### src/rtl/ook_pkg.sv
// ook_pkg: shared OOK link constants and receiver FSM states.
// Build option OOK_RX_PARITY_EN adds an even-parity symbol after bit 7.
package ook_pkg;
    localparam int CARRIER_DIV = 24;
    localparam int HOLD_CYCLES = 48;
    localparam int BIT_CYCLES  = 1000;
`ifdef OOK_RX_PARITY_EN
    localparam int DATA_SYMS = 9;
`else
    localparam int DATA_SYMS = 8;
`endif
    typedef enum logic [2:0] {IDLE, START, DATA, STOP, WAIT_IDLE} rx_state_t;
endpackage

### src/rtl/ook_carrier_det.sv
// ook_carrier_det: synchronizes rf_in and turns carrier edges into an envelope.
module ook_carrier_det #(
    parameter int HOLD_CYCLES = 48
) (
    input  logic clk,
    input  logic rst_n,
    input  logic rf_in,
    output logic env
);
    localparam int GW = $clog2(HOLD_CYCLES + 1);
    localparam logic [GW-1:0] HOLD = GW'(HOLD_CYCLES);
    // sync[1:0] is the synchronizer, sync[2] the previous synchronized sample
    logic [2:0] sync;
    logic [GW-1:0] gap;
    logic rise;
    assign rise = sync[1] & ~sync[2];
    always_ff @(posedge clk or negedge rst_n)
        if (!rst_n) begin
            sync <= '0;
            gap  <= HOLD;
            env  <= 1'b0;
        end else begin
            sync <= {sync[1:0], rf_in};
            gap  <= rise ? '0 : (gap == HOLD ? gap : gap + 1'b1);
            env  <= rise ? (env | (gap < HOLD)) : (env & (gap < HOLD - 1'b1));
        end
endmodule

### src/rtl/ook_rx.sv
// ook_rx: OOK byte receiver; envelope detector plus mid-bit sampling FSM.
// Build option OOK_RX_PARITY_EN enables an even-parity check before the stop bit.
module ook_rx import ook_pkg::*; #(
    parameter int CARRIER_DIV = ook_pkg::CARRIER_DIV,
    parameter int HOLD_CYCLES = ook_pkg::HOLD_CYCLES,
    parameter int BIT_CYCLES  = ook_pkg::BIT_CYCLES
) (
    input  logic       clk,
    input  logic       rst_n,
    input  logic       rf_in,
    output logic       env_out,
    output logic [7:0] data_out,
    output logic       data_valid,
    output logic       frame_err,
    output logic       busy
);
    localparam int TW = $clog2(BIT_CYCLES);
    localparam logic [TW-1:0] FULL = TW'(BIT_CYCLES - 1);
    localparam logic [TW-1:0] HALF = TW'(BIT_CYCLES / 2 - 1);

    if (HOLD_CYCLES <= CARRIER_DIV) begin : g_hold_chk
        $error("HOLD_CYCLES must exceed CARRIER_DIV");
    end

    rx_state_t state, nxt;
    logic [TW-1:0] tmr, tmr_n;
    logic [3:0] cnt, cnt_n;
    logic [DATA_SYMS-1:0] sr, sr_n;
    logic env_d, tick, good, dv_n, fe_n;

    ook_carrier_det #(.HOLD_CYCLES(HOLD_CYCLES)) u_det (
        .clk   (clk),
        .rst_n (rst_n),
        .rf_in (rf_in),
        .env   (env_out)
    );

    assign tick = tmr == '0;
    assign busy = state != IDLE;
`ifdef OOK_RX_PARITY_EN
    assign good = ~^sr;
`else
    assign good = 1'b1;
`endif

    always_comb begin
        nxt   = state;
        tmr_n = tick ? tmr : tmr - 1'b1;
        cnt_n = cnt;
        sr_n  = sr;
        dv_n  = 1'b0;
        fe_n  = 1'b0;
        case (state)
            IDLE: if (env_out & ~env_d) begin
                nxt   = START;
                tmr_n = HALF;
            end
            START: if (tick) begin
                nxt   = env_out ? DATA : IDLE;
                tmr_n = FULL;
                cnt_n = '0;
            end
            DATA: if (tick) begin
                sr_n  = {env_out, sr[DATA_SYMS-1:1]};
                cnt_n = cnt + 1'b1;
                tmr_n = FULL;
                nxt   = cnt == 4'(DATA_SYMS - 1) ? STOP : DATA;
            end
            STOP: if (tick) begin
                nxt  = env_out ? WAIT_IDLE : IDLE;
                dv_n = ~env_out & good;
                fe_n = env_out | ~good;
            end
            WAIT_IDLE: if (!env_out) nxt = IDLE;
            default: nxt = IDLE;
        endcase
    end

    always_ff @(posedge clk or negedge rst_n)
        if (!rst_n) begin
            state      <= IDLE;
            tmr        <= '0;
            cnt        <= '0;
            sr         <= '0;
            env_d      <= 1'b0;
            data_out   <= '0;
            data_valid <= 1'b0;
            frame_err  <= 1'b0;
        end else begin
            state      <= nxt;
            tmr        <= tmr_n;
            cnt        <= cnt_n;
            sr         <= sr_n;
            env_d      <= env_out;
            data_out   <= dv_n ? sr[7:0] : data_out;
            data_valid <= dv_n;
            frame_err  <= fe_n;
        end
endmodule

### config.mk
export PLATFORM = sky130hd
export DESIGN_NAME = ook_rx
export DESIGN_NICKNAME = d
export VERILOG_FILES = /design/src/rtl/ook_pkg.sv /design/src/rtl/ook_carrier_det.sv /design/src/rtl/ook_rx.sv
export SDC_FILE = /design/constraint.sdc
export NUM_CORES = 1
export LEC_CHECK = 0
export ABC_AREA = 1
export CORE_ASPECT_RATIO = 1.2
export CORE_MARGIN = 2
export CORE_UTILIZATION = 31
export CTS_CLUSTER_DIAMETER = 40
export DETAILED_ROUTE_END_ITERATION = 16
export GPL_ROUTABILITY_DRIVEN = 0
export GPL_TIMING_DRIVEN = 0
export PLACE_DENSITY_LB_ADDON = 0.05
export SLEW_MARGIN = 15
export SYNTH_ARGS = -nofsm -noshare
export SYNTH_HDL_FRONTEND = slang
export SYNTH_SLANG_ARGS = --single-unit
### constraint.sdc
create_clock -name clk -period 4.58 [get_ports clk]
set_input_delay 0.687 -clock clk [delete_from_list [all_inputs] [get_ports clk]]
set_output_delay 0.687 -clock clk [all_outputs]
set_load 0.05 [all_outputs]
==> metrics.yaml, run 1 <==
cts_setup_buffers: 0
routed_via_density: 4.45
path_class: "reg -> out"
post_cts_resized: 0
drt.antenna.violating_nets: 0
drive_gt1_share_pct: 18.9
fin_ws_ns: 2.12
fin_worst_skew_ns: 0.00925
hold_path_class: "in -> async"
num_vias: 1580
ios: 15
grtUsageTotal_pct: 11.7
cp_max_fo: 4
r2r-start: "tmr[0]"
maxSlewViolCount: 0
max_freq_mhz: 407
wl_per_cell_um: 12.1
cts.sinks: 46
ir_drop_mv: 0.219
synth_area_um2: 2280
sw_frac_of_total_pct: 34.8
end_kind: "output port"
dieWidth_um: 82.3
area_growth_pct: 18.0
cts-root-buf: "clkbuf_8"
p_comb_share_pct: 29.9
die_y_um: 97.9
grt_pass1_wl_um: 7350
first_iter_violations: 71
clk_path_buf_depth: 2
nNetsFinal: 272
ys_seq_area_share_pct: 50.6
total_power_mw: 1.30
cp.required_ns: 3.89
antenna_found_initial: 0
synth_edf_count: 0
dieArea_um2: 8050
cts_buffers: 5
clkPwrFrac_pct: 28.4
finalCritPeriodShare_pct: 53.6
p_int_uw: 851
timing.max_cap.violations: 0
fin_crit_ns: 2.46
netlist_instances: 242
ys_warn_count: 0
timing.critical_path.from: "state[1]"
finalSetupViolations: 0
initial_core_util_pct: 31.7
slew_headroom_pct: 66.2
drc: 0
dpl_worst_slack_ns: 2.44
coreArea_um2: 7190
cts.clk_slew.worst_paths_ns: 0.09
wl_um: 4310
cts_tree: "done"
powerDensity_nw_per_um2: 485
setup_tns_ns: 0
n_antenna_cell: 0
synth_cell_types: 32
postSynth.asyncResetShare_pct: 100
leakage_nw: 1.26
tightest_slew_ns: 0.506
grt_max_degree: 29
switchingPower_uw: 454
grt_pass1_vias: 1589
cts_hold_buf: 0
seq_power_share_pct: 41.7
fill_cells: 741
clk_latency_ns: 0.30
critPathLaunchType: "flip-flop"
ys.flop_type: "dfrtp_1"
synth_area_per_cell_um2: 9.42
grt.overflow.total: 0
synth_fp_nets: 250
hold_viol_final: 0
rsz0062_at_grt: "false"
firstDrtPassIters: 4
rows: 34
status: "complete, no violations"
place_hpwl_um: 3180
ys_ff_latch: 46
critPathArrivalTime_ns: 1.77
htree_levels: 2
io_buffers: 14
==> cells in the mapped netlist (2+ instances only) <==
| library cell | n | area share, % |
|---|---|---|
| a21oi_1 | 6 | 1.3 |
| buf_6 | 3 | 1.5 |
| dfrtp_1 | 44 | 48 |
| dfstp_2 | 2 | 2.3 |
| ha_1 | 5 | 2.7 |
| inv_1 | 34 | 5.6 |
| inv_2 | 2 | 0.33 |
| nand2_1 | 53 | 8.7 |
| nand2_2 | 2 | 0.55 |
| nand3_1 | 18 | 4.0 |
| nand3_2 | 2 | 0.88 |
| nand4_1 | 3 | 0.82 |
| nor2_1 | 15 | 2.5 |
| nor2_4 | 4 | 2.0 |
| nor2_8 | 2 | 1.8 |
| nor3_1 | 2 | 0.44 |
| o211ai_1 | 2 | 0.66 |
| o21ai_0 | 10 | 2.2 |
| o21ai_2 | 16 | 6.2 |
| xnor2_1 | 3 | 1.2 |
| xor2_1 | 3 | 1.2 |
==> flip-flops by register name, summed over array words and instances, names as in the netlist, 3 cells and up <==
signal / cells
u_det.sync: 3
state: 3
cnt: 4
tmr: 10
data_out: 8
sr: 8
u_det.gap: 6
==> final timing paths <==
path,slack [ns],to,cells past startpoint
max in group asynchronous,3.67,u_det.gap[5],2
hold / removal,0.33,tmr[2],1
hold reg to reg,0.36,u_det.sync[1],0
min in group clk,0.36,u_det.sync[1],0
setup / recovery,2.12,busy,3
setup reg to reg,2.79,tmr[0],9
==> critical path, cell delays in order, from the launching register on <==
cell and delay (ns):
dfrtp_1 0.42, nor2_1 0.20, nand2_1 0.13, clkdlybuf4s50_1 0.72
==> power by group through the flow <==
stage	Combinational (mW)	Clock [mW]	Sequential (mW)
3_3_place_gp	0.391	0	0.553
2_1_floorplan	0.318	0	0.538
6_report	0.390	0.370	0.545
3_5_place_dp	0.395	0	0.552
4_1_cts	0.397	0.385	0.545
5_1_grt	0.442	0.400	0.556
==> layout by cell type (no fill, tap or decap), types with 2 or more instances in the layout <==
| master | instances |
|---|---|
| clkbuf_8 | 6 |
| buf_6 | 3 |
| o211ai_1 | 2 |
| o21ai_0 | 10 |
| nor3_1 | 2 |
| nand3_2 | 2 |
| a21oi_1 | 6 |
| inv_1 | 34 |
| bufinv_16 | 2 |
| xnor2_1 | 3 |
| dfstp_2 | 2 |
| nor2_1 | 15 |
| nor2_4 | 4 |
| inv_2 | 2 |
| dfrtp_1 | 44 |
| ha_1 | 5 |
| nand3_1 | 18 |
| nor2_8 | 2 |
| nand2_2 | 2 |
| clkdlybuf4s50_1 | 13 |
| nand4_1 | 3 |
| nand2_1 | 53 |
| xor2_1 | 3 |
| o21ai_2 | 16 |
==> final cells by class <==
class / instances / area (um^2) / area share (%)
Buffer: 3 / 33.8 / 1.26
Clock buffer: 6 / 82.6 / 3.07
Clock inverter: 2 / 60.1 / 2.23
Inverter: 36 / 135 / 5.03
Multi-Input combinational cell: 157 / 956 / 35.6
Sequential cell: 46 / 1150 / 42.9
Tap cell: 90 / 113 / 4.19
Timing Repair Buffer: 15 / 155 / 5.77
==> logic make-up (layout without fill, tap and decap cells) <==
| kind of cell | Yosys count | count (layout) | share of synthesized area, % |
|---|---|---|---|
| buffers and inverters | 39 | 62 | 7.41 |
| flip-flops | 46 | 46 | 50.6 |
| adder cells (fa/ha/maj) | 5 | 5 | 2.75 |
| AND/OR/NAND/NOR | 108 | 108 | 25.0 |
| AO/OA/AOI/OAI | 38 | 38 | 11.9 |
| XOR/XNOR | 6 | 6 | 2.31 |
==> routing by layer <==
| metal | vias to the layer above | part of all wire [%] | GRT usage, % |
|---|---|---|---|
| li1 | 820 | - | - |
| met1 | 741 | 47 | 15.2 |
| met2 | 13 | 49 | 18.9 |
| met3 | 6 | 2.1 | 2.77 |
| met4 | 0 | 1.6 | 4.23 |
| met5 | - | 0 | 0 |
==> metrics by stage <==
step / util [%] / hold WS, ns / std cells / area, um^2
CTS: 37.4 / 0.348 / 355 / 2690
finish: 37.4 / 0.331 / 355 / 2690
global route: 37.4 / 0.364 / 355 / 2690
detailed placement: 35.4 / 0.343 / 347 / 2550
global placement: 35.2 / 0.337 / 346 / 2530
floorplan: - / 0.331 / 242 / 2280
(Power assumes the default switching activity.)
==> run 2, diff against run 1 <==
clock period = 2.18 ns   (was 4.58 ns; I/O delays follow)
==> run 2 against run 1 <==
Effect of this change:
- die area did not move
- final cell count grew 0.28%
- worst setup slack got worse by 1.8 ns
- sequential power grew 110%
==> metrics.yaml, run 2 (synthesized netlist as in run 1, its figures left out) <==
n_antenna_cell: 0  # unchanged
clkPwrFrac_pct: 28.4  # about the same
drive_gt1_share_pct: 18.8  # -0.071 points
fin_area_um2: 2700  # +0.47%
io_buffers: 14  # unchanged
wl_per_cell_um: 12.1  # -0.21%
max_freq_mhz: 540
dpl_worst_slack_ns: 0.392  # -2.05 ns
path_class: "reg -> out"
seqCellArea_um2: 1150  # unchanged
coreArea_um2: 7190  # unchanged
critical-path-max-stage-delay_ns: 0.82  # +0.10 ns
num_vias: 1580  # unchanged
routed_via_density: 4.44  # -0.28%
numPlacedInstances: 347  # unchanged
status: "complete, no violations"
clk_latency_ns: 0.30  # about the same
largest_reg_flops: 10  # unchanged
dieWidth_um: 82.3  # unchanged
cts_buffers: 5  # unchanged
cp_top_family: "buffers and inverters"
ios: 15  # unchanged
leakage_nw: 1.27  # +0.87%
antenna_found_initial: 0  # unchanged
reg_top3: "tmr x10, data_out x8, sr x8"
die_y_um: 97.9  # unchanged
critPathArrivalTime_ns: 1.53  # -0.24 ns
p_int_mw: 1.79  # +110%
nNetsFinal: 273  # +0.37%
cts_setup_buffers: 0  # unchanged
fin_ws_ns: 0.327  # -1.80 ns
cts.sinks: 46  # unchanged
finalCritPeriodShare_pct: 85.0
top_register: "tmr"
layout_common_cells: "53 x nand2_1, 44 x dfrtp_1, 34 x inv_1, 18 x nand3_1, 16 x o21ai_2"
cp.required_ns: 1.85  # -2.04 ns
firstDrtPassIters: 4  # unchanged
dieArea_um2: 8050  # unchanged
area_growth_pct: 18.6
dpl_cell_area_um2: 2550  # unchanged
slew_headroom_pct: 66.2  # unchanged
critical_path.cell_chain: "clkdlybuf4s50_1"
rsz0062_at_grt: "false"
htree_levels: 2  # unchanged
cts-root-buf: "clkbuf_8"
initial_core_util_pct: 31.7  # unchanged
powerDensity_nw_per_um2: 1020  # +110%
timing.max_cap.violations: 0  # unchanged
switchingPower_uw: 954  # +110%
worst-path-buf-inv: 1  # unchanged
cts.clk_slew.worst_paths_ns: 0.09  # about the same
end_kind: "output port"
seq_power_share_pct: 41.7  # about the same
rows: 34  # unchanged
multiInputGateArea_um2: 956  # unchanged
grt_pass1_vias: 1589  # unchanged
clk_path_buf_depth: 2  # unchanged
maxSlewViolCount: 0  # unchanged
grt_max_degree: 29  # unchanged
p_comb_share_pct: 29.9  # about the same
drc: 0  # unchanged
grtUsageTotal_pct: 11.7  # unchanged
place_hpwl_um: 3180  # unchanged
grt.overflow.total: 0  # unchanged
final-instance-count-excl-fill: 356  # +0.28%
finalSetupViolations: 0  # unchanged
ir_drop_mv: 0.461  # +110%
cts_tree: "done"
sw_frac_of_total_pct: 34.8  # about the same
mostFrequentLayoutCell: "nand2_1"
reg2reg_slack_ns: 0.39  # -2.40 ns
cp_max_fo: 5  # +1
wl_um: 4310  # about the same
first_iter_violations: 74  # +4.2%
hold_viol_final: 0  # unchanged
critPathLaunchType: "flip-flop"
fill_cells: 742  # +0.13%
worst_path_max_delay_cell: "clkdlybuf4s50_1"
fin_worst_skew_ns: 0.00905  # -0.000196 ns
tightest_slew_ns: 0.506  # unchanged
hold_path_class: "reg -> reg"
grt_pass1_wl_um: 7350  # unchanged
drt.antenna.violating_nets: 0  # unchanged
fin_crit_ns: 1.85
[run 2: changes by cell type in the layout (fill, tap and decap cells not counted)]
cell	change
dlygate4sd3_1	+1
clkdlybuf4s50_1	-1
dlymetal6s2s_1	+1
[run 2: per-layer routing]
layer | track usage, % | part of all wire (%) | vias to the layer above
met4 | 4.23 | 1.6 | 0
li1 | - | - | 822
met3 | 2.77 | 2.2 | 6
met1 | 15.2 | 48 | 739
met2 | 18.9 | 49 | 13
met5 | 0 | 0 | -
[run 2: final cells by class]
| class | count | share of cell area (%) |
|---|---|---|
| inverter | 36 | 5.00 |
| multi-input combinational | 157 | 35.4 |
| tap | 90 | 4.17 |
| clock buffer | 6 | 3.06 |
| buffer | 3 | 1.25 |
| sequential | 46 | 42.7 |
| timing repair buffer | 16 | 6.21 |
| clock inverter | 2 | 2.22 |
[run 2: worst paths after layout]
| path | startpoint | endpoint | cells past startpoint |
|---|---|---|---|
| setup / recovery | u_det.env | env_out | 1 |
| hold / removal | u_det.sync[0] | u_det.sync[1] | 0 |
| setup reg to reg | tmr[0] | tmr[0] | 9 |
| hold reg to reg | u_det.sync[0] | u_det.sync[1] | 0 |
| max in group asynchronous | rst_n | u_det.gap[5] | 3 |
| min in group asynchronous | rst_n | tmr[2] | 2 |
[run 2: power by group through the flow]
stage          logic (mW)  registers, mW  clock network, mW
2_1_floorplan       0.668           1.13                  0
3_3_place_gp        0.822           1.16                  0
3_5_place_dp        0.830           1.16                  0
4_1_cts             0.835           1.14              0.809
5_1_grt             0.929           1.17              0.841
6_report            0.820           1.14              0.778
[run 2: through the flow]
step / power, mW / setup TNS [ns] / utilization (%) / hold slack [ns]
6_report: 2.74 / 0 / 37.6 / 0.358
5_1_grt: 2.94 / 0 / 37.6 / 0.368
4_1_cts: 2.79 / 0 / 37.5 / 0.364
3_5_place_dp: 1.99 / 0 / 35.4 / 0.316
3_3_place_gp: 1.98 / -32.34 / 35.2 / 0.337
2_1_floorplan: 1.80 / 0 / - / 0.0314
[run 2: what timing repair did]
item,CTS,global route
hold buffers,1,0
gates resized for setup,0,1
setup endpoints to repair,0,1
endpoints found under the hold margin,9,0
==> variant 1: new RTL, config.mk and constraints of run 2 <==
Re-encode `rx_state_t` (5 states) as one-hot, 5 bits wide.
--- a/src/rtl/ook_pkg.sv
+++ b/src/rtl/ook_pkg.sv
@@ -9,6 +9,6 @@
 `else
     localparam int DATA_SYMS = 8;
 `endif
-    typedef enum logic [2:0] {IDLE, START, DATA, STOP, WAIT_IDLE} rx_state_t;
+    typedef enum logic [4:0] {IDLE = 5'b00001, START = 5'b00010, DATA = 5'b00100, STOP = 5'b01000, WAIT_IDLE = 5'b10000} rx_state_t;
 endpackage
 
Formal check against the unedited RTL: no difference found for any inputs over 10 cycles, from zero or initial values and one cycle with rst_n low; not proved beyond that.
==> variant 1 against run 2 <==
- setup slack got worse by 74 ps
- area after synthesis increased by 4.5%
- power decreased by 15%
- die area increased by 4.3%
- combinational power decreased by 32%
- clock skew decreased by 3.3 ps
- wire length increased by 8.5%
- sequential cell count increased by 2
- register-to-register slack got worse by 60 ps
- non-clock buffer count decreased by 3
- final area increased by 1.4%
- critical path type unchanged
- highest routed layer unchanged
==> variant 1: results (changes against run 2) <==
[detailed_routing]
drt_iter0_drc = 63  ; -15%
first_pass_iters = 4  ; unchanged
viasPerCell = 4.526  ; +2.0%
drt_wl_total_um = 4675  ; +8.5%

[power]
leakagePower_uw = 0.001380  ; +8.3%
ir_worst_vdd_v = 0.0003771  ; -18%

[sta]
clock_skew_ps = 5.736  ; -3.316 ps
slew_headroom = 0.5800  ; -0.08177

[yosys]
ys_seq_area_frac = 0.5060  ; about the same
syn-num-nets = 279  ; +12%
post_synth_num_cell_types = 27  ; -16%
yosys-top-cells-count = nand2_1, dfrtp_1, inv_1
synth_cells = 270  ; +12%
yosysWarningCount = 0  ; unchanged
async_reset_ff_frac = 1.000  ; unchanged
yosys-top-cells-area = dfrtp_1, nand2_1, inv_1

[grt]
grt_max_degree = 49  ; +69%
grt.total_usage = 0.1248  ; +0.007311
first_global_vias = 1749  ; +10%
grt_pass1_wl_um = 8307  ; +13%

[setup_path]
critPathArrivalTime_ps = 1600  ; +70 ps
cp_max_fo = 4  ; -1

[placed_design]
dpl.hpwl_um = 3218  ; +1.0%
port_buffers = 14  ; unchanged

[clocking]
cts_resized = 1  ; +1
postCtsSetupRepairBufs = 0  ; unchanged
clockBufferDepth = 2  ; unchanged

[final_layout]
instances_no_fill = 384  ; +7.9%
fill_cells = 783  ; +5.5%
top_regs = tmr: 10 flops, data_out: 8 flops, sr: 8 flops
drive_above_1_share = 0.1541  ; -0.03386
finalNetCount = 300  ; +9.9%

[min_path]
holdCritPathClass = input port to asynchronous set/reset pin

[outcome]
status = complete, no violations

-- variant 1: cell type report --
class,count,share of cell area
flip-flops and latches,48,0.4397
multi-input cells,177,0.3621
inverters,43,0.05890
repair buffers,14,0.04977
well taps,92,0.04201
clock buffers,6,0.02648
clock inverters,2,0.01279
plain buffers,2,0.008219
-- variant 1: report_power, final --
group          total, µW  internal (µW)  switching (µW)
clock                650            341             309
sequential          1110           1010             102
combinational        556            203             353
-- variant 1: logic make-up after synthesis --
family,after synthesis,synth area share
compound gates,40,0.1188
xor+xnor,5,0.01839
fa+ha+maj,6,0.03153
buf+inv,45,0.07724
flops,48,0.5060
simple gates,126,0.2480
-- variant 1: final timing paths --
path | startpoint | depth (start not counted) | end | slack (ps)
worst min register to register | u_det.sync[0] | 0 | u_det.sync[1] | 350
worst max-delay path | state[2] | 3 | busy | 250
min in group clk | u_det.sync[0] | 0 | u_det.sync[1] | 350
max in group asynchronous | rst_n | 1 | cnt[0] | 1720
worst max register to register | tmr[0] | 8 | tmr[0] | 330
worst min-delay path | rst_n | 1 | tmr[5] | 30
-- variant 1: per-layer routing --
layer  global-route usage  routed length, µm  up-vias
met5                    0                  0        -
met4              0.04839                 56        0
met3              0.02714                106        5
met2               0.2160               2271       14
met1               0.1522               2241      821
li1                     -                  -      898
-- variant 1: metrics by stage --
step	area, µm²	hold WS, ps	setup WS (ps)	TNS (ps)
6_report	2740	32.22	253.3	0
5_1_grt	2740	97.10	124.7	0
4_1_cts	2740	66.94	260.4	0
3_5_place_dp	2634	334.7	310.6	0
3_3_place_gp	2636	331.7	-833.6	-38070
2_1_floorplan	2381	31.41	490.6	0
-- variant 1: worst max-delay path, stage by stage (launching register included) --
cell and delay, ps:
dfrtp_1 400, nor2_1 260, nand4_1 180, dlygate4sd2_1 460
==> variant 2: new RTL, settings of run 2 <==
Made on the original files. The package constant `DATA_SYMS` goes from 8 to 16.
--- a/src/rtl/ook_pkg.sv
+++ b/src/rtl/ook_pkg.sv
@@ -7,7 +7,7 @@
 `ifdef OOK_RX_PARITY_EN
     localparam int DATA_SYMS = 9;
 `else
-    localparam int DATA_SYMS = 8;
+    localparam int DATA_SYMS = 16;
 `endif
     typedef enum logic [2:0] {IDLE, START, DATA, STOP, WAIT_IDLE} rx_state_t;
 endpackage
Check against the original RTL: same outputs for any inputs over 10 cycles, from zero or initial values and one cycle with rst_n low; that may be too few to reach the edited logic, so the function may still have changed.
==> variant 2 against run 2 <==
- sequential power increased by 7%
- sequential cell count is 8 higher
- power fell by 6.4%
- combinational power down 20%
- area after synthesis up 12%
- die area grew 11%
- wire length grew 13%
- final area grew 7.5%
- setup slack lost 120 ps
- largest cell class unchanged
==> variant 2: results (changes against run 2) <==
[outcome]
status = complete, no violations

[final_layout]
antenna_cells = 0  ; unchanged
instances_no_fill = 394  ; +11%
top_regs = sr: 16 flops, tmr: 10 flops, data_out: 8 flops
drive_above_1_share = 0.1605  ; -0.02743
finalNetCount = 307  ; +12%

[setup_path]
reg2reg_depth = 8  ; -1
critPathArrivalTime_ps = 2170  ; +640 ps
slowest_stage = dfrtp_1
slowest_delay_ps = 390  ; -430 ps
startpoint = tmr[0]
cp_max_fo = 10  ; +5
rrSetupSlack_ps = 200  ; -190 ps
crit_path_end = tmr[0]

[grt]
grt.total_usage = 0.1198  ; +0.002314
first_global_vias = 1705  ; +7.3%
grt_max_degree = 55  ; +90%
grt_pass1_wl_um = 8314  ; +13%
antenna_found_initial = 0  ; unchanged

[clocking]
worstSkewPairLatency_ps = 320  ; +20 ps
clockBufferDepth = 2  ; unchanged
cts-root-buf = clkbuf_8
postCtsSetupRepairBufs = 0  ; unchanged
cts_max_level = 2  ; unchanged
path_clk_slew_ps = 110  ; +20 ps
cts_resized = 1  ; +1
numCtsBuffers = 5  ; unchanged

[power]
ir_worst_vdd_v = 0.0003078  ; -33%
leakagePower_uw = 0.001424  ; +12%

[sta]
hold_viol = 0  ; unchanged
period_needed_ps = 1976  ; +123.0 ps
worst_pin_slew_ps = 726.1  ; +220.4 ps
clock_skew_ps = 14.69  ; +5.633 ps

[yosys]
async_reset_ff_frac = 1.000  ; unchanged
yosysWarningCount = 0  ; unchanged
yosys-top-cells-area = dfrtp_1, nand2_1, o21ai_2
ys_seq_area_frac = 0.5327  ; +0.02643
yosys-top-cells-count = nand2_1, dfrtp_1, inv_1
post_synth_num_cell_types = 28  ; -13%
synth_cells = 278  ; +15%
syn-num-nets = 286  ; +14%

[detailed_routing]
routedWlPerCell_um = 12.38  ; +2.3%
vias = 1780  ; +13%
first_pass_iters = 4  ; unchanged
drt_iter0_drc = 84  ; +14%

[min_path]
holdCritPathClass = input port to asynchronous set/reset pin

[placed_design]
port_buffers = 14  ; unchanged
pre_cts_ws_ps = 186.5  ; -205.7 ps
dpl.hpwl_um = 3380  ; +6.1%

variant 2: cell count changes in the layout (fill, tap and decap cells not counted), sizes merged, moves of 2 or more:
| cell | before | now |
|---|---|---|
| nand2 | 56 | 86 |
| dfrtp | 44 | 52 |
| inv | 36 | 33 |
| clkinv | 0 | 2 |
| nand4 | 4 | 2 |
| o21ai | 26 | 28 |
variant 2: power by group:
| group | leakage (µW) | internal, µW | switching [µW] |
|---|---|---|---|
| logic | 0.000678 | 229 | 431 |
| registers | 0.000692 | 1110 | 110 |
| clock network | 0.0000542 | 339 | 343 |
| total | 0.00142 | 1680 | 884 |
variant 2: cell type report:
cell class	count	area, µm²
inverter	34	128.9
timing repair buffer	14	136.4
sequential	54	1354
fill	858	5159
tap	95	118.9
buffer	4	45.04
clock inverter	2	38.79
multi-input combinational	186	1013
clock buffer	5	68.82
variant 2: worst min path at each step:
stage                              from            end  slack (ps)  cells after the start
after floorplan                   rst_n         cnt[0]          30                      0
after global placement    u_det.sync[0]  u_det.sync[1]         340                      0
after detailed placement  u_det.sync[0]  u_det.sync[1]         340                      0
after CTS                         rst_n         tmr[6]         100                      1
after global routing              rst_n         tmr[6]         120                      1
final                             rst_n         tmr[6]          40                      1
variant 2: cells by family after synthesis:
group,Yosys count,synth area share
compound gates,37,0.1039
buf+inv,38,0.06844
xor+xnor,6,0.02068
simple gates,138,0.2496
fa+ha+maj,5,0.02462
flops,54,0.5327
variant 2: metal layers:
layer | part of all wire | global-route usage
met1 | 0.50 | 0.1581
met2 | 0.47 | 0.1964
met3 | 0.018 | 0.02619
met4 | 0.014 | 0.03966
met5 | 0 | 0
variant 2: worst max-delay path: cells and delay by family (launching register included):
family / cells / cell delay, ps
and+or+nand+nor: 3 / 450
adders and majority gates: 2 / 390
AOI/OAI and AO/OA: 1 / 330
DFF: 1 / 390
buffers and inverters: 2 / 280
variant 2: stage by stage:
stage / TNS [ps] / cell area, µm²
3_3_place_gp: -60580 / 2800
4_1_cts: 0 / 2904
6_report: 0 / 2904
2_1_floorplan: 0 / 2541
3_5_place_dp: 0 / 2798
5_1_grt: 0 / 2904
